`config.mk`:
```
export PLATFORM = sky130hd
export DESIGN_NAME = uart
export DESIGN_NICKNAME = d
export VERILOG_FILES = /design/src/rtl/uart_pkg.sv /design/src/rtl/uart_rx.sv /design/src/rtl/uart_tx.sv /design/src/rtl/uart.sv
export SDC_FILE = /design/constraint.sdc
export NUM_CORES = 1
export LEC_CHECK = 0
export ABC_AREA = 1
export CAP_MARGIN = 20
export CORE_MARGIN = 10
export CORE_UTILIZATION = 45
export CTS_CLUSTER_SIZE = 16
export DETAILED_ROUTE_END_ITERATION = 7
export GPL_TIMING_DRIVEN = 0
export MAX_ROUTING_LAYER = met4
export SETUP_SLACK_MARGIN = 0.05
export SYNTH_ARGS = -nofsm -noshare
export SYNTH_HDL_FRONTEND = slang
export SYNTH_SLANG_ARGS = --single-unit
export TNS_END_PERCENT = 30
```
`constraint.sdc`:
```
create_clock -name clock -period 2.4 [get_ports clock]
set_input_delay 0.48 -clock clock [delete_from_list [all_inputs] [get_ports clock]]
set_output_delay 0.48 -clock clock [all_outputs]
set_load 0.01 [all_outputs]
```
`src/rtl/uart_pkg.sv`:
```
// uart_pkg: shared FSM state types and bit-timing helper for the UART.
package uart_pkg;
   typedef enum logic [1:0] {IDLE, START, DATA, STOP} state_t;
   typedef state_t tx_state_t;
   typedef state_t rx_state_t;
   function automatic int clks_per_bit(input int clock_freq, input int baud_rate);
      return clock_freq / baud_rate;
   endfunction
endpackage

```
`src/rtl/uart_rx.sv`:
```
// uart_rx: synchronises rx, rejects start glitches, samples mid-bit and
// reports a word only after a valid stop bit has fully elapsed.
module uart_rx import uart_pkg::*; #(
   parameter int CLKS = 5208,
   parameter int DATA_BITS = 8
) (
   input  logic                 clock,
   input  logic                 reset,
   input  logic                 rx,
   output logic [DATA_BITS-1:0] data,
   output logic                 valid
);
   localparam int CW = $clog2(2 * CLKS);
   localparam int BW = $clog2(DATA_BITS + 1);
   rx_state_t state;
   logic s1, s2, err;
   logic [CW-1:0] cnt;
   logic [BW-1:0] idx;
   logic [DATA_BITS-1:0] sh;
   always_ff @(posedge clock) begin
      if (reset) begin
         s1 <= 1'b1;
         s2 <= 1'b1;
         err <= 1'b0;
         state <= IDLE;
         cnt <= '0;
         idx <= '0;
         sh <= '0;
         data <= '0;
         valid <= 1'b0;
      end else begin
         s1 <= rx;
         s2 <= s1;
         valid <= 1'b0;
         cnt <= cnt + CW'(1);
         case (state)
            IDLE: begin
               cnt <= '0;
               if (!s2) state <= START;
            end
            START: if (cnt == CW'((CLKS - 1) / 2)) begin
               cnt <= '0;
               idx <= '0;
               state <= s2 ? IDLE : DATA;
            end
            DATA: if (cnt == CW'(CLKS - 1)) begin
               cnt <= '0;
               sh <= {s2, sh[DATA_BITS-1:1]};
               idx <= idx + BW'(1);
               if (idx == BW'(DATA_BITS - 1)) state <= STOP;
            end
            // A low stop bit is a framing error: hold until the line idles again.
            STOP: if (err) begin
               cnt <= '0;
               if (s2) begin
                  err <= 1'b0;
                  state <= IDLE;
               end
            end else if (cnt == CW'(CLKS - 1) && !s2) begin
               err <= 1'b1;
            end else if (cnt == CW'(CLKS - 1 + CLKS / 2)) begin
               data <= sh;
               valid <= 1'b1;
               state <= IDLE;
            end
            default: state <= IDLE;
         endcase
      end
   end
endmodule

```
`src/rtl/uart_tx.sv`:
```
// uart_tx: serialises one word per frame as start bit, LSB-first data, stop bit.
module uart_tx import uart_pkg::*; #(
   parameter int CLKS = 5208,
   parameter int DATA_BITS = 8
) (
   input  logic                 clock,
   input  logic                 reset,
   input  logic [DATA_BITS-1:0] data,
   input  logic                 send,
   output logic                 busy,
   output logic                 tx
);
   localparam int CW = $clog2(CLKS + 1);
   localparam int BW = $clog2(DATA_BITS + 1);
   tx_state_t state;
   logic [CW-1:0] cnt;
   logic [BW-1:0] idx;
   logic [DATA_BITS-1:0] sh;
   logic bit_end;
   assign bit_end = cnt == CW'(CLKS - 1);
   always_ff @(posedge clock) begin
      if (reset) begin
         state <= IDLE;
         cnt <= '0;
         idx <= '0;
         sh <= '0;
         busy <= 1'b0;
         tx <= 1'b1;
      end else begin
         cnt <= (state == IDLE || bit_end) ? '0 : cnt + CW'(1);
         case (state)
            IDLE: if (send) begin
               sh <= data;
               tx <= 1'b0;
               busy <= 1'b1;
               state <= START;
            end
            START: if (bit_end) begin
               tx <= sh[0];
               sh <= sh >> 1;
               idx <= '0;
               state <= DATA;
            end
            DATA: if (bit_end) begin
               if (idx == BW'(DATA_BITS - 1)) begin
                  tx <= 1'b1;
                  state <= STOP;
               end else begin
                  tx <= sh[0];
                  sh <= sh >> 1;
                  idx <= idx + BW'(1);
               end
            end
            STOP: if (bit_end) begin
               busy <= 1'b0;
               state <= IDLE;
            end
            default: state <= IDLE;
         endcase
      end
   end
endmodule

```
`src/rtl/uart.sv`:
```
// uart: full-duplex 8N1-style UART top level, wiring only.
module uart import uart_pkg::*; #(
   parameter int BAUD_RATE = 9600,
   parameter int CLOCK_FREQ = 50_000_000,
   parameter int DATA_BITS = 8
) (
   input  logic                 clock,
   input  logic                 reset,
   input  logic [DATA_BITS-1:0] tx_data,
   input  logic                 tx_send,
   output logic                 tx_busy,
   output logic [DATA_BITS-1:0] rx_data,
   output logic                 rx_valid,
   input  logic                 rx,
   output logic                 tx
);
   localparam int CLKS = clks_per_bit(CLOCK_FREQ, BAUD_RATE);
   uart_tx #(.CLKS(CLKS), .DATA_BITS(DATA_BITS)) tx_inst (
      .clock(clock), .reset(reset), .data(tx_data), .send(tx_send), .busy(tx_busy), .tx(tx)
   );
   uart_rx #(.CLKS(CLKS), .DATA_BITS(DATA_BITS)) rx_inst (
      .clock(clock), .reset(reset), .rx(rx), .data(rx_data), .valid(rx_valid)
   );
endmodule

```
==> flow_summary.toml, run 1 <==
[run_status]
status = "complete, no violations"

[clocking]
h-tree-depth = 3
clkTransAtPathRegs_ns = 0.08
cts_resized = 0
post_cts_buffers = 0
cts_tree = "built"
clk-insertion-delay-late_ns = 0.35
cts_buffers = 9
clock_sinks = 69
hold_buffers = 0
clockRootBuffer = "clkbuf_8"
cts.path.max_buffers = 2

[grt]
grt_first_pass_wirelength_um = 11770
grt_antenna_before_repair = 0
grt_overflow_total = 0
grt_max_degree = 13
grt_util_all_layers_pct = 12.85
grt_pass1_vias = 2685

[floorplanning]
core-area_um2 = 7176
die-area_um2 = 11090
die_w_um = 105.3
floorplan.initialDensity_pct = 45.65
io_pins = 23
rows = 31
die_h_um = 105.3

[timing]
worst_slack_ns = 0.5893
rsz0062_at_grt = "no"
slew_headroom_pct = 68.40
tns_ns = 0
post-route-min-period_ns = 1.811
final_hold_viol_count = 0
finalCritPeriodShare_pct = 75.45
setup-violations-final = 0
worst_pin_slew_ns = 0.4740
skew_ns = 0.007628
fmax_mhz = 552.3
report.final.slew_viol_count = 0

[detailed_routing]
dr.pass1.iters = 4
vias = 2841
drt.antenna.violating_nets = 0
route.detailed.drc = 0
drtIter0Drc = 91
wl_met3_um = 164
top_layer = "met4"
wl_per_cell_um = 11.36
wl_met2_um = 3026
totalWireLength_um = 6655
drt-met1-wl_um = 3348
vias_per_cell = 4.848

[setup_path]
critPathCapture = "tx_inst.sh[2]"
r2r_start = "tx_inst.state[0]"
crit_start = "tx_inst.state[0]"
critPathLaunchType = "flip-flop"
end_kind = "flip-flop"
worstSetupPathType = "flip-flop to flip-flop"
reg2reg_depth = 7
r2r_slack_ns = 0.59
arrival_ns = 2.05
critPathMaxFanout = 10
required_ns = 2.64
r2r_end = "tx_inst.sh[2]"

[synth]
netlist_area_um2 = 3276
synthDistinctLibCells = 34
yosys_warnings = 0
ys_seq_elements = 69
synth_cells = 450
postSynthAreaPerCell_um2 = 7.279
synth_sequential_area_ratio_pct = 42.17
syn_nets = 472

[power]
switching_share_pct = 31.60
p_int_mw = 1.998
power_frac_clock_pct = 32.7
leakagePower_nw = 1.465
power_density_nw_per_um2 = 766.9
seqPwrFrac_pct = 43.9
peakVddDrop_mv = 0.4400
pwr-share-comb_pct = 23.4
p_switching_uw = 923.4

[placement]
place_congestion = 0.8661
dpl.hpwl_um = 4883
dpl.cell_count = 570
port_buffers = 21
pre_cts_ws_ns = 0.5354

[flow_run]
drv_cap = 0

[finish]
instances_no_fill = 586
layout_common_cells = "nand2_1 (74), dfxtp_1 (69), nor2_1 (62)"
final_common_cell = "nand2_1"
area_growth_pct = 16.31
antennaDiodeCount = 0
nNetsFinal = 504
drive_gt1_share_pct = 8.830

[hold_path]
min_path_type = "flip-flop to flip-flop"
[per-layer routing]
metal | GRT usage [%] | vias to the layer above
li1 | - | 1509
met1 | 15.20 | 1293
met2 | 20.40 | 29
met3 | 2.619 | 10
met4 | 6.275 | 0
met5 | - | -
[cell usage after synthesis (all sizes together)]
cell / number / share of area, %
dfxtp: 69 / 42
xnor2: 1 / 0.27
o21ai: 37 / 5.7
a21oi: 45 / 6.9
and3: 1 / 0.19
nand2: 78 / 9.5
nor2: 65 / 8.0
nand3b: 1 / 0.23
o21a: 2 / 0.46
inv: 60 / 6.9
nor3b: 3 / 0.69
xor2: 8 / 2.1
nand4: 6 / 1.3
o21bai: 1 / 0.23
nor3: 13 / 2.3
or2: 6 / 1.1
clkbuf: 4 / 0.46
ha: 10 / 3.8
nor4: 1 / 0.19
nand3: 31 / 5.4
buf: 8 / 2.0
[power by group through the flow]
stage / registers [mW] / clock network, mW / logic [mW]
floorplan: 1.31 / 0 / 0.518
global placement: 1.31 / 0 / 0.672
detailed placement: 1.31 / 0 / 0.683
CTS: 1.28 / 0.991 / 0.688
global route: 1.30 / 1.03 / 0.787
finish: 1.28 / 0.955 / 0.683
[worst max-delay path, stage by stage (launching register included)]
cell and delay, ns:
dfxtp_1 0.39, inv_1 0.10, ha_1 0.32, inv_1 0.17
clkbuf_1 0.34, o21ai_0 0.15, o21ai_0 0.18, a21oi_1 0.06
[kinds of logic (layout without fill, tap and decap cells)]
group | count (synthesis) | in the layout | share of synthesized area [%]
AOI/OAI and AO/OA | 85 | 85 | 13.22
xor gates and xnor gates | 9 | 9 | 2.407
adders and majority gates | 10 | 10 | 3.820
buffers and inverters | 72 | 109 | 9.358
DFF | 69 | 69 | 42.17
and+or+nand+nor | 205 | 205 | 29.03
[area by class of cell]
| class | instances | area [um2] |
|---|---|---|
| buffer | 12 | 81.33 |
| sequential | 69 | 1381 |
| clock inverter | 6 | 62.56 |
| timing repair buffer | 21 | 210.2 |
| inverter | 60 | 225.2 |
| clock buffer | 10 | 137.6 |
| multi-input combinational | 309 | 1588 |
| fill | 705 | 3366 |
| tap | 99 | 123.9 |
[sequential cells by signal, indices dropped and copies added (netlist names), 2 cells and up, named ones only]
signal	cells
rx_inst.data	8
rx_inst.sh	8
tx_inst.cnt	13
rx_inst.cnt	14
tx_inst.state	2
tx_inst.sh	8
tx_inst.idx	4
rx_inst.idx	4
[per-stage QoR]
step,util (%),power [mW],hold slack (ns),area [um2]
floorplan,-,1.825,0.3895,3276
global placement,50.31,1.978,0.3947,3610
detailed placement,50.31,1.993,0.3980,3610
CTS,53.10,2.962,0.4129,3810
global route,53.10,3.112,0.4230,3810
finish,53.10,2.922,0.4068,3810
[worst min-delay path by stage]
stage,from,to,slack (ns),depth (start not counted)
floorplan,rx_inst.s1,rx_inst.s2,0.39,1
global placement,rx_inst.s1,rx_inst.s2,0.39,1
detailed placement,rx_inst.s1,rx_inst.s2,0.40,1
CTS,rx_inst.s1,rx_inst.s2,0.41,1
global route,rx_inst.s1,rx_inst.s2,0.42,1
finish,rx_inst.s1,rx_inst.s2,0.41,1
(Power assumes the default switching activity.)
==> inputs of run 2 (changes only) <==
--- a/config.mk
+++ b/config.mk
@@ -13,6 +13,7 @@
 export DETAILED_ROUTE_END_ITERATION = 7
 export GPL_TIMING_DRIVEN = 0
 export MAX_ROUTING_LAYER = met4
+export PLACE_DENSITY = 0.66
 export SETUP_SLACK_MARGIN = 0.05
 export SYNTH_ARGS = -nofsm -noshare
 export SYNTH_HDL_FRONTEND = slang
==> constraint.sdc (replaced) <==
create_clock -name clock -period 1.6 [get_ports clock]
set_input_delay 0.32 -clock clock [delete_from_list [all_inputs] [get_ports clock]]
set_output_delay 0.32 -clock clock [all_outputs]
set_load 0.01 [all_outputs]
==> run 2 against run 1 <==
Maximum frequency is 16% higher. Register-to-register slack worse by 0.54 ns. First-iteration DRC count is 1.1% lower. Hold slack worse by 0.0059 ns. Wire length is 6.2% higher. Non-clock buffer count is 20 higher. Sequential cell count stayed put. Sequential share of layout area is 3.0 points lower. Clock power is 32% higher. Core utilization is 6.4 points higher.
==> flow_summary.toml, run 2 (synthesis results as in run 1) <==
[clocking]
clock_sinks = 69
clkTransAtPathRegs_ns = 0.07
clk-insertion-delay-late_ns = 0.34
hold_buffers = 0
h-tree-depth = 3
cts.path.max_buffers = 2
cts_buffers = 9
clockRootBuffer = "clkbuf_8"
cts_tree = "built"

[placement]
port_buffers = 21
dpl.cell_count = 570
dpl.hpwl_um = 4697
pre_cts_ws_ns = -0.2006
place_congestion = 0.8705

[setup_path]
crit_buf_inv = 3
critPathSlowestCell = "dfxtp_4"
critPathLaunchType = "flip-flop"
arrival_ns = 1.79
critical_path.top_delay_family = "simple AND/OR/NAND/NOR gates"
worstSetupPathType = "flip-flop to flip-flop"
end_kind = "flip-flop"
critPathMaxStageDelay_ns = 0.37
critPathMostFrequentCell = "nor2_1"
r2r_start = "tx_inst.state[0]"
critPathMaxFanout = 8
required_ns = 1.84
crit_path_cell_trace = "inv_2 > ha_1 > inv_1 > nor2_1 > nor2_2 > nand3_4 > buf_6 > a21oi_2 > nor2_1"
crit_start = "tx_inst.state[0]"

[flow_run]
drv_cap = 0

[finish]
ff_latch_area_um2 = 1419
top_register = "rx_inst.cnt"
nNetsFinal = 524
layout_common_cells = "nand2_1 (65), dfxtp_1 (53), inv_1 (50)"
instances_no_fill = 606
antennaDiodeCount = 0
final_common_cell = "nand2_1"
multi_input_area_um2 = 1824
top_regs = "rx_inst.cnt: 14 flops, tx_inst.cnt: 13 flops"
area_growth_pct = 30.33
n_fill_cell = 665
drive_gt1_share_pct = 26.23
largest_reg_flops = 14

[timing]
finalCritPeriodShare_pct = 97.19
tns_ns = 0
worst_pin_slew_ns = 0.5184
report.final.slew_viol_count = 0
slew_headroom_pct = 65.44
setup-violations-final = 0
worst_slack_ns = 0.04503
fmax_mhz = 643.1
post-route-min-period_ns = 1.555
final_hold_viol_count = 0
skew_ns = 0.01307
rsz0062_at_grt = "yes"

[grt]
grt_first_pass_wirelength_um = 11390
grt_pass1_vias = 2670
grt_max_degree = 13
grt_util_all_layers_pct = 12.43
grt_overflow_total = 0
grt_antenna_before_repair = 0

[power]
power_density_nw_per_um2 = 1064
pwr-share-comb_pct = 29.2
p_switching_mw = 1.514
seqPwrFrac_pct = 43.1
peakVddDrop_mv = 0.5784
leakagePower_nw = 1.805
p_int_mw = 3.027
switching_share_pct = 33.34
finalPower_mw = 4.542
power_frac_clock_pct = 27.7

[floorplanning]
rows = 31
die_h_um = 105.3
io_pins = 23
die-area_um2 = 11090
core-area_um2 = 7176
die_w_um = 105.3
floorplan.initialDensity_pct = 45.65

[detailed_routing]
vias_per_cell = 4.875
drtIter0Drc = 90
dr.pass1.iters = 4
wl_per_cell_um = 11.66
totalWireLength_um = 7065
vias = 2954
drt.antenna.violating_nets = 0
route.detailed.drc = 0

[hold_path]
hold_start = "reset"
min_path_type = "input port to flip-flop"

[run_status]
status = "complete, no violations"
==> run 2: cell count changes in the layout (fill, tap and decap cells not counted), moves of 9 or more <==
cell / change
dfxtp_2: +9
o21ai_0: -9
nor2_2: +10
buf_4: +14
clkdlybuf4s50_1: -11
dfxtp_1: -16
nand2_1: -9
dlymetal6s2s_1: +11
nor2_1: -13
==> run 2: area by class of cell <==
| type | count | area share (%) |
|---|---|---|
| Inverter | 60 | 5.393 |
| Buffer | 12 | 2.403 |
| Tap cell | 99 | 2.902 |
| Timing Repair Buffer | 41 | 9.203 |
| Clock inverter | 6 | 0.9086 |
| Clock buffer | 10 | 3.224 |
| Multi-Input combinational cell | 309 | 42.73 |
| Sequential cell | 69 | 33.24 |
==> run 2: repair_timing <==
action                     in CTS  in global routing
resized for setup              22                 99
cloned                          1                  1
pin swaps                       5                 28
setup endpoints to repair      59                 73
buffers inserted                1                 17
==> run 2: through the flow <==
stage	hold slack (ns)	area [um2]	utilization, %
global placement	0.3916	3610	50.31
CTS	0.3825	3856	53.74
global route	0.4280	4269	59.49
detailed placement	0.4005	3610	50.31
finish	0.4010	4269	59.49
floorplan	0.3895	3276	-
==> run 2: worst register-to-register path, delay by kind of cell, from the launching register on <==
kind	cells	cell delay, ns
AND/OR/NAND/NOR	4	0.49
flip-flops	1	0.37
buffers and inverters	3	0.30
adder cells (fa/ha/maj)	1	0.21
AO/OA/AOI/OAI	1	0.09
==> run 2: worst paths after layout <==
| path | depth (start not counted) | slack (ns) | endpoint |
|---|---|---|---|
| worst max register to register | 9 | 0.05 | tx_inst.sh[7] |
| worst max-delay path | 9 | 0.05 | tx_inst.sh[7] |
| worst min register to register | 1 | 0.42 | rx_inst.s2 |
| worst min-delay path | 2 | 0.40 | tx_inst.idx[1] |
==> run 2: power by group through the flow <==
stage / logic, mW / registers (mW) / clock network, mW
floorplan: 0.777 / 1.96 / 0
global placement: 0.998 / 1.96 / 0
detailed placement: 1.02 / 1.97 / 0
CTS: 1.12 / 1.94 / 1.31
global route: 1.50 / 1.97 / 1.37
finish: 1.33 / 1.96 / 1.26
==> run 2: metal layers <==
layer  vias to the layer above  share of wire, %  global-route usage [%]
li1                       1558                 -                       -
met1                      1348                47                   14.56
met2                        44                49                   19.60
met3                         4               3.2                   3.228
met4                         0              0.89                   5.686
met5                         -                 0                       -
